<file path="config.mk">
export PLATFORM = sky130hd
export DESIGN_NAME = pipe_ctrl
export DESIGN_NICKNAME = d
export VERILOG_FILES = /design/src/rtl/pipe_ctrl.sv
export SDC_FILE = /design/constraint.sdc
export NUM_CORES = 1
export LEC_CHECK = 0
export ABC_AREA = 1
export CORE_ASPECT_RATIO = 1.1
export CORE_MARGIN = 5
export CORE_UTILIZATION = 28
export DETAILED_ROUTE_END_ITERATION = 6
export PLACE_DENSITY = 0.75
export SLEW_MARGIN = 0
export SYNTH_ARGS = -nofsm -noshare
export SYNTH_HDL_FRONTEND = slang
export SYNTH_SLANG_ARGS = --single-unit
</file>
<file path="constraint.sdc">
create_clock -name clk -period 1.8 [get_ports clk]
set_input_delay 0.54 -clock clk [delete_from_list [all_inputs] [get_ports clk]]
set_output_delay 0.54 -clock clk [all_outputs]
set_load 0.02 [all_outputs]
</file>
<file path="src/rtl/pipe_ctrl.sv">
// Pipeline hazard controller: shared-RAM data-access stall FSM, load-use interlock, branch flush.
// Optional STALL_CNT_EN macro adds a saturating stall-cycle counter on stallcnt_o.
module pipe_ctrl #(
    parameter int unsigned WAIT_CYCLES = 2
) (
    input  logic        clk,
    input  logic        rst,
    input  logic [3:0]  regsrc1_i,
    input  logic [3:0]  regsrc2_i,
    input  logic        src1use_i,
    input  logic        src2use_i,
    input  logic [3:0]  exregdst_i,
    input  logic        exmemread_i,
    input  logic        memreq_i,
    input  logic        branch_i,
    output logic [4:0]  stall_o,
    output logic [1:0]  flush_o,
    output logic        ramsel_o,
    output logic [15:0] stallcnt_o
);

    localparam int unsigned CNT_W  = 3;
    localparam int unsigned SCNT_W = 16;
    localparam int unsigned STL_W  = 5;
    localparam int unsigned FLS_W  = 2;

    localparam bit               MULTI_CYC = (WAIT_CYCLES > 1);
    localparam logic [CNT_W-1:0] CNT_INIT  = MULTI_CYC ? CNT_W'(WAIT_CYCLES - 2) : '0;

    localparam logic [STL_W-1:0] STALL_NONE = 5'b00000;
    localparam logic [STL_W-1:0] STALL_MEM  = 5'b01111;
    localparam logic [STL_W-1:0] STALL_LU   = 5'b00011;
    localparam logic [FLS_W-1:0] FLUSH_NONE = 2'b00;
    localparam logic [FLS_W-1:0] FLUSH_IFID = 2'b01;
    localparam logic [FLS_W-1:0] FLUSH_IDEX = 2'b10;

    typedef enum logic {
        ST_IDLE = 1'b0,
        ST_DACC = 1'b1
    } state_t;

    state_t           r_state;
    state_t           w_state_nxt;
    logic [CNT_W-1:0] r_cnt;
    logic [CNT_W-1:0] w_cnt_nxt;
    logic             w_memstall;
    logic             w_ramsel;
    logic             w_src1_hit;
    logic             w_src2_hit;
    logic             w_loaduse;

    // State and remaining-cycle counter; reset abandons any access in flight.
    always_ff @(posedge clk or negedge rst) begin
        if (!rst) begin
            r_state <= ST_IDLE;
            r_cnt   <= '0;
        end else begin
            r_state <= w_state_nxt;
            r_cnt   <= w_cnt_nxt;
        end
    end

    // Access sequencing: IDLE cycle with a request is access cycle 1; last cycle releases the stall.
    always_comb begin
        w_state_nxt = r_state;
        w_cnt_nxt   = r_cnt;
        w_memstall  = 1'b0;
        w_ramsel    = 1'b0;
        unique case (r_state)
            ST_IDLE: begin
                if (memreq_i) begin
                    w_ramsel = 1'b1;
                    if (MULTI_CYC) begin
                        w_memstall  = 1'b1;
                        w_state_nxt = ST_DACC;
                        w_cnt_nxt   = CNT_INIT;
                    end
                end
            end
            ST_DACC: begin
                w_ramsel = 1'b1;
                if (r_cnt != '0) begin
                    w_memstall = 1'b1;
                    w_cnt_nxt  = r_cnt - CNT_W'(1);
                end else begin
                    w_state_nxt = ST_IDLE;
                end
            end
            default: begin
                w_state_nxt = ST_IDLE;
                w_cnt_nxt   = '0;
            end
        endcase
    end

    assign w_src1_hit = src1use_i && (regsrc1_i == exregdst_i);
    assign w_src2_hit = src2use_i && (regsrc2_i == exregdst_i);
    assign w_loaduse  = exmemread_i && (w_src1_hit || w_src2_hit);

    // Hazard priority: memory stall over load-use over branch; losers are dropped since ID re-presents.
    always_comb begin
        stall_o  = STALL_NONE;
        flush_o  = FLUSH_NONE;
        ramsel_o = w_ramsel;
        if (w_memstall) begin
            stall_o = STALL_MEM;
        end else if (w_loaduse) begin
            stall_o = STALL_LU;
            flush_o = FLUSH_IDEX;
        end else if (branch_i) begin
            flush_o = FLUSH_IFID;
        end
    end

`ifdef STALL_CNT_EN
    logic [SCNT_W-1:0] r_stallcnt;

    // Counts cycles with the PC held, saturating at all-ones.
    always_ff @(posedge clk or negedge rst) begin
        if (!rst) begin
            r_stallcnt <= '0;
        end else if (stall_o[0] && (r_stallcnt != {SCNT_W{1'b1}})) begin
            r_stallcnt <= r_stallcnt + SCNT_W'(1);
        end
    end

    assign stallcnt_o = r_stallcnt;
`else
    assign stallcnt_o = SCNT_W'(0);
`endif

endmodule

</file>
# Yosys cells after proc, flatten, opt, wreduce, memory -nomap -nowiden
# Cells that the tools add are included.
[word_totals] register_bits=4 in_bits=19 output_inout_bits=24 word_cells=26
[op_classes] add_sub_neg=1 eq_ne=4 n_mux=12 n_bitwise=1 n_reduce_logical=6
[ops] op="4-bit equality test" n=2
[ops] op="2-bit two-way mux" n=3
[ops] op="3-bit two-way mux" n=2
[ops] op="3-bit one-hot mux with 2 select lines" n=1
[ops] op="4-bit two-way mux" n=1
[ops] op="1-bit one-hot mux with 2 select lines" n=2
[ops] op="1-bit logical AND" n=3
[ops] op="1-bit two-way mux" n=3
[ops] op="3-bit nonzero test" n=1
[ops] op="3-bit by 1-bit subtractor with 3-bit output, second input constant" n=1
[ops] op="2-bit by 1-bit != test with 1-bit output, second input constant" n=1
[ops] op="2-bit != test, second input constant" n=1
[ops] op="2-bit AND reduction" n=1
[ops] op="1-bit logical OR" n=1
[ops] op="1-bit NOT" n=1

# Logic depth before layout (Yosys ltp)
# Gate-level depths: netlist of run 1.
[logic_depth] word_depth=6 ltp_mapped=9 mapped_depth_nobuf=9

# Worst setup path before layout of run 1
# No wires, ideal clock.
[synth_path] path_kind="reg2out" from="register r_cnt[0]" to="output port stall_o[1]" t_arrival_ps=1365 required_time_ps=1260 path_slack_ps=-105 path_stages_with_launch=10 n_path_buf=1 path_cell_list="dfrtp_1 inv_1 ha_1 ha_1 nor2_2 inv_2 o21ai_2 inv_2 nand2_2 buf_4"
[synth_via] elab_chain_cells=4
[synth_rtl] element="from (decl)" line_no="44" rtl="logic [CNT_W-1:0] r_cnt;"
[synth_rtl] element="from (signal assigned)" line_no="59" rtl="r_cnt <= w_cnt_nxt;"
[synth_rtl] element="3-bit nonzero test" line_no="82" rtl="if (r_cnt != '0) begin"
[synth_rtl] element="1-bit two-way mux" line_no="82"
[synth_rtl] element="1-bit one-hot mux with 2 select lines" line_no="69" rtl="unique case (r_state)"
[synth_rtl] element="via w_memstall" line_no="46" rtl="logic w_memstall;"
[synth_rtl] element="4-bit two-way mux" line_no="105" rtl="if (w_memstall) begin"
[synth_rtl] element="to (decl)" line_no="16" rtl="output logic [4:0] stall_o,"
# The timed path passes the listed nets, and every way through them passes these cells.

# Final worst setup path of run 1
[layout_path] from="register r_cnt[0]" to="output port flush_o[0]"
[layout_via] elab_chain_cells=4
[layout_rtl] element="3-bit nonzero test" line_no="82"
[layout_rtl] element="1-bit two-way mux" line_no="82"
[layout_rtl] element="1-bit one-hot mux with 2 select lines" line_no="69"
[layout_rtl] element="2-bit two-way mux" line_no="105"
[layout_rtl] element="to (decl)" line_no="17" rtl="output logic [1:0] flush_o,"
# Every way passes these cells.

==> flow_summary.json, run 1 <==
{
  "fp.dieW_um": 51.0,
  "hpwl_mm": 1.01,
  "grt_overflow_total": 0,
  "nFillCells": 196,
  "grt_pass1_vias": 505,
  "ctsLongestPathBuffers": 2,
  "ant_nets": 0,
  "syn_area_um2": 518,
  "crit_fanout": 5,
  "via_count": 519,
  "final.setup_skew_ns": 0.00966,
  "ir_drop_mv": 0.144,
  "cts.sinks": 4,
  "slowest_delay_ns": 0.35,
  "syn_to_final_growth_pct": 54.8,
  "layout-drive-gt1-share": 0.412,
  "startpoint_type": "flip-flop",
  "regArea_um2": 100,
  "grt.total_usage": 0.0965,
  "place_inst": 126,
  "arrival_ns": 1.47,
  "die-height_um": 55.1,
  "antenna_found_initial": 0,
  "power_density_nw_per_um2": 431,
  "yosysSeqAreaShare": 0.193,
  "yosys_warnings": 0,
  "timing.fmax_mhz": 497,
  "wl_per_cell_um": 9.73,
  "p_int_uw": 221,
  "numPortBuffers": 25,
  "num_antenna_cells": 0,
  "ios": 43,
  "fin_cells": 137,
  "worst_slack_ns": -0.213,
  "cp-end-kind": "primary output",
  "p_leak_nw": 0.475,
  "power_frac_clock": 0.316,
  "clkTransAtPathRegs_ns": 0.04,
  "grt_start_max_net_pins": 6,
  "core_area_um2": 1780,
  "finalMaxSlewViolations": 0,
  "violations": "negative setup slack",
  "nets": 142,
  "placed_area_um2": 758,
  "final_cell_mix": "nand2_1 (17), conb_1 (17), buf_4 (17)",
  "die_area_um2": 2810,
  "cts_tree": "yes",
  "hold_class": "input pin to async pin",
  "grt_pass1_wl_mm": 2.01,
  "row_count": 16,
  "cp_common_cell": "inv_2",
  "cts-root-buf": "clkbuf_4",
  "drtPass1Iterations": 2,
  "first_iter_violations": 2,
  "synth_area_per_cell_um2": 6.40,
  "synth.distinct_cells": 15,
  "syn_inst": 81,
  "hold_viol_final": 0,
  "cts_buffers": 3,
  "initial_core_util": 0.291,
  "ys_ff_latch": 4,
  "combPwrFrac": 0.412,
  "final_area_um2": 802,
  "crit_path_cell_trace": "inv_2 > ha_4 > ha_4 > nor2_4 > inv_2 > o21ai_4 > inv_2 > nand2_4 > nor2_4 > buf_6",
  "insertion_delay_ns": 0.23,
  "rsz0062_at_grt": "yes",
  "cp_slowest_cell": "dfrtp_1",
  "swShare": 0.361,
  "post-route-drc-count": 0,
  "vias_per_cell": 3.79,
  "htreeDepth": 1,
  "setup.worst_path.class": "flip-flop to primary output",
  "p_seq_frac": 0.272,
  "crit_required_ns": 1.26,
  "setup_violations": 6,
  "status": "finished with violations",
  "multiInputGateArea_um2": 315,
  "fin_crit_sh": 1.12,
  "wl_mm": 1.33,
  "fin_crit_ns": 2.01,
  "power.switching_uw": 125,
  "maxCapViolations": 0,
  "place_congestion": 0.638
}
[through the flow]
step | worst slack (ns) | hold slack, ns | TNS (ns) | power (mW) | util
3_5_place_dp | -0.972 | 0.550 | -5.63 | 0.249 | 0.426
6_report | -0.213 | 0.507 | -1.02 | 0.345 | 0.450
3_3_place_gp | -0.947 | 0.539 | -5.55 | 0.248 | 0.426
2_1_floorplan | 0.00481 | 0.244 | 0 | 0.213 | -
5_1_grt | -0.275 | 0.522 | -1.38 | 0.371 | 0.450
4_1_cts | -0.230 | 0.511 | -1.15 | 0.350 | 0.463
[worst max-delay path: cells and delay by family, from the launching register on]
kind / cells / cell delay [ns]
and+or+nand+nor: 3 / 0.19
DFF: 1 / 0.35
adders and majority gates: 2 / 0.32
AOI/OAI and AO/OA: 1 / 0.08
buffers and inverters: 4 / 0.30
[per-layer routing]
metal  vias to the layer above  global-route usage  routed length [um]
li1                        277                   -                   -
met4                         0              0.0404                   0
met3                         0              0.0214                  88
met5                         -                   0                   0
met2                        19               0.215                 833
met1                       223              0.0805                 411
[worst paths after layout]
check	startpoint	endpoint	slack, ns	cells past startpoint
worst max-delay path	r_cnt[0]$_DFFE_PN0P_	flush_o[0]	-0.21	10
worst min-delay path	rst	r_cnt[0]$_DFFE_PN0P_	0.51	1
worst max register to register	r_cnt[0]$_DFFE_PN0P_	r_cnt[0]$_DFFE_PN0P_	0.27	10
worst min register to register	r_cnt[2]$_DFFE_PN0P_	r_cnt[2]$_DFFE_PN0P_	0.70	3
max in group asynchronous	rst	r_cnt[1]$_DFFE_PN0P_	1.12	1
min in group clk	r_cnt[2]$_DFFE_PN0P_	r_cnt[2]$_DFFE_PN0P_	0.70	3
[what timing repair did]
item | 4_1_cts | 5_1_grt
gates resized for setup | 61 | 18
setup buffers | 5 | 3
cloned | 0 | 0
hold endpoints to repair | 0 | 0
hold buffers | 0 | 0
pin swaps | 18 | 14
endpoints found under the setup margin | 7 | 7
[flip-flops by register name, indices dropped and copies added (netlist names)]
signal and flops:
r_state 1, r_cnt 3
[kinds of logic (layout without fill, tap and decap cells)]
kind of cell | Yosys count | after routing | synth area share
AND/OR/NAND/NOR | 32 | 32 | 0.261
adder cells (fa/ha/maj) | 2 | 2 | 0.0483
XOR/XNOR | 2 | 2 | 0.0338
AO/OA/AOI/OAI | 4 | 4 | 0.0507
other | 1 | 17 | 0.00724
flip-flops | 4 | 4 | 0.193
buffers and inverters | 36 | 58 | 0.406
[power groups by stage]
stage / logic, mW / clock network [mW] / registers, mW
final: 0.142 / 0.109 / 0.0938
after global routing: 0.156 / 0.121 / 0.0939
after CTS: 0.145 / 0.111 / 0.0936
after detailed placement: 0.154 / 0 / 0.0948
after global placement: 0.153 / 0 / 0.0946
after floorplan: 0.119 / 0 / 0.0946
[synth_stat cells]
master   count  share of area
nand2_2      2          0.024
dfrtp_1      4           0.19
nor2_2       3          0.036
o21ai_0      1         0.0097
nor2_1       8          0.058
nand3_1      2          0.019
nand2_1     17           0.12
xnor2_1      2          0.034
conb_1       1         0.0072
ha_1         2          0.048
o21ai_2      1          0.017
buf_4       20           0.29
inv_1       14           0.10
inv_2        2          0.014
o22ai_1      2          0.024
[area by class of cell]
cell class              instances  area share
flip-flops and latches          4       0.125
multi-input cells              57       0.393
clock buffers                   3      0.0281
inverters                      16      0.0749
well taps                      18      0.0281
repair buffers                 39       0.351
Power figures use the tool's default switching activity.
==> run 2: changes to the inputs <==
--- a/config.mk
+++ b/config.mk
@@ -7,7 +7,7 @@
 export LEC_CHECK = 0
 export ABC_AREA = 1
 export CORE_ASPECT_RATIO = 1.1
-export CORE_MARGIN = 5
+export CORE_MARGIN = 2
 export CORE_UTILIZATION = 28
 export DETAILED_ROUTE_END_ITERATION = 6
 export PLACE_DENSITY = 0.75
==> flow_summary.json, run 2 (synthesis gave the netlist of run 1 again) <==
{
  "status": "finished with violations",
  "violations": "negative setup slack",
  "grt_overflow_total": 0,
  "initial_core_util": 0.294,
  "place_congestion": 0.636,
  "p_seq_frac": 0.267,
  "critPathBufInv": 2,
  "wl_per_cell_um": 8.58,
  "vias_per_cell": 3.79,
  "finalMaxSlewViolations": 0,
  "cp-end-kind": "primary output",
  "hold_class": "input pin to async pin",
  "top_register": "r_cnt",
  "power.switching_uw": 123,
  "met1_length_um": 411,
  "drtPass1Iterations": 1,
  "fp.dieW_um": 45.0,
  "clkTransAtPathRegs_ns": 0.04,
  "final.setup_skew_ns": 0.00211,
  "finalSetupTns_ns": -1.14,
  "antenna_found_initial": 0,
  "cts.sinks": 4,
  "layout-drive-gt1-share": 0.388,
  "num_antenna_cells": 0,
  "ant_nets": 0,
  "syn_to_final_growth_pct": 65.9,
  "grt_pass1_wl_mm": 1.90,
  "ir_drop_mv": 0.270,
  "ios": 43,
  "cts-root-buf": "clkbuf_4",
  "swShare": 0.351,
  "grt.total_usage": 0.113,
  "met3_wirelength_um": 60,
  "final_cell_mix": "buf_4 (18), nand2_1 (17), conb_1 (17), inv_1 (9)",
  "timing.fmax_mhz": 493,
  "crit_path_cell_trace": "dlygate4sd2_1 > nand2_1 > nand2_1 > nor2_2 > nand3_1 > nand2_1 > nand2_2 > nand2_4 > nor2_4 > buf_6",
  "crit_required_ns": 1.26,
  "row_count": 16,
  "wl_mm": 1.19,
  "maxCapViolations": 0,
  "route.met2.wl_um": 720,
  "cp_common_cell": "nand2_1",
  "p_int_uw": 227,
  "insertion_delay_ns": 0.23,
  "setup.worst_path.class": "input pin to primary output",
  "fin_crit_sh": 1.13,
  "hpwl_um": 946,
  "worst_slack_ns": -0.228,
  "die-height_um": 49.1,
  "rsz0062_at_grt": "yes",
  "largest_register_ffs": 3,
  "numPortBuffers": 25,
  "slowest_delay_ns": 0.24,
  "via_count": 527,
  "power_frac_clock": 0.301,
  "startpoint_type": "input pin",
  "nets": 144,
  "p_leak_nw": 0.489,
  "largestRegisters": "r_cnt (3), r_state (1)",
  "cts_buffers": 3,
  "cp_slowest_cell": "dlygate4sd2_1",
  "cts_tree": "yes",
  "crit_fanout": 3,
  "htreeDepth": 1,
  "topRoutingLayerUsed": "met3",
  "die_area_um2": 2210,
  "fin_cells": 139,
  "post-route-drc-count": 0,
  "crit_family": "simple AND/OR/NAND/NOR gates",
  "place_inst": 126,
  "grt_start_max_net_pins": 6,
  "layout_commonest_cell": "buf_4",
  "post-route-util": 0.488,
  "grt_pass1_vias": 498,
  "combPwrFrac": 0.432,
  "arrival_ns": 1.49,
  "ctsLongestPathBuffers": 2,
  "power_density_nw_per_um2": 408,
  "core_area_um2": 1760,
  "setup_violations": 6,
  "placed_area_um2": 758,
  "hold_viol_final": 0,
  "final_area_um2": 860,
  "first_iter_violations": 0,
  "power_uw": 350,
  "fin_crit_ns": 2.03
}
==> run 2: area by class of cell <==
| class | count | area [um2] |
|---|---|---|
| fillers | 187 | 902 |
| flip-flops and latches | 4 | 100 |
| clock buffers | 3 | 22.5 |
| well taps | 18 | 22.5 |
| inverters | 16 | 60.1 |
| repair buffers | 41 | 332 |
| multi-input cells | 57 | 323 |
==> run 2: worst paths after layout <==
kind / from / endpoint / slack [ns] / cells after the start
hold / removal: rst / r_state$_DFF_PN0_ / 0.52 / 1
setup / recovery: regsrc1_i[3] / flush_o[0] / -0.23 / 10
min in group clk: r_cnt[1]$_DFFE_PN0P_ / r_cnt[1]$_DFFE_PN0P_ / 0.65 / 3
setup reg to reg: r_cnt[1]$_DFFE_PN0P_ / r_cnt[0]$_DFFE_PN0P_ / 0.30 / 10
max in group asynchronous: rst / r_cnt[2]$_DFFE_PN0P_ / 1.11 / 1
hold reg to reg: r_cnt[1]$_DFFE_PN0P_ / r_cnt[1]$_DFFE_PN0P_ / 0.65 / 3
==> run 2: worst register-to-register path: cells and delay by family, from the launching register on <==
kind | cells | cell delay (ns)
buf+inv | 5 | 0.55
flops | 1 | 0.36
fa+ha+maj | 2 | 0.27
compound gates | 1 | 0.10
simple gates | 2 | 0.08
==> run 2: routing by layer <==
layer,vias to the layer above,GRT usage
met3,0,0.0148
met2,19,0.217
li1,280,-
met5,-,0
met4,0,0.0441
met1,228,0.116
==> run 2: repair_timing <==
| item | 4_1_cts | 5_1_grt |
|---|---|---|
| hold buffers | 0 | 0 |
| endpoints found under the setup margin | 7 | 7 |
| pin swaps | 23 | 8 |
| buffers inserted | 6 | 4 |
| resized for setup | 78 | 2 |
==> run 2: through the flow <==
step / hold WS (ns) / worst slack [ns]
2_1_floorplan: 0.244 / 0.00481
3_3_place_gp: 0.540 / -0.976
3_5_place_dp: 0.551 / -1.03
4_1_cts: 0.521 / -0.233
5_1_grt: 0.522 / -0.290
6_report: 0.519 / -0.228
==> run 2: power by group through the flow <==
stage / clock (mW) / combinational, mW / sequential [mW]
global route: 0.118 / 0.163 / 0.0936
CTS: 0.109 / 0.150 / 0.0936
floorplan: 0 / 0.119 / 0.0946
global placement: 0 / 0.153 / 0.0946
detailed placement: 0 / 0.154 / 0.0948
finish: 0.105 / 0.151 / 0.0935
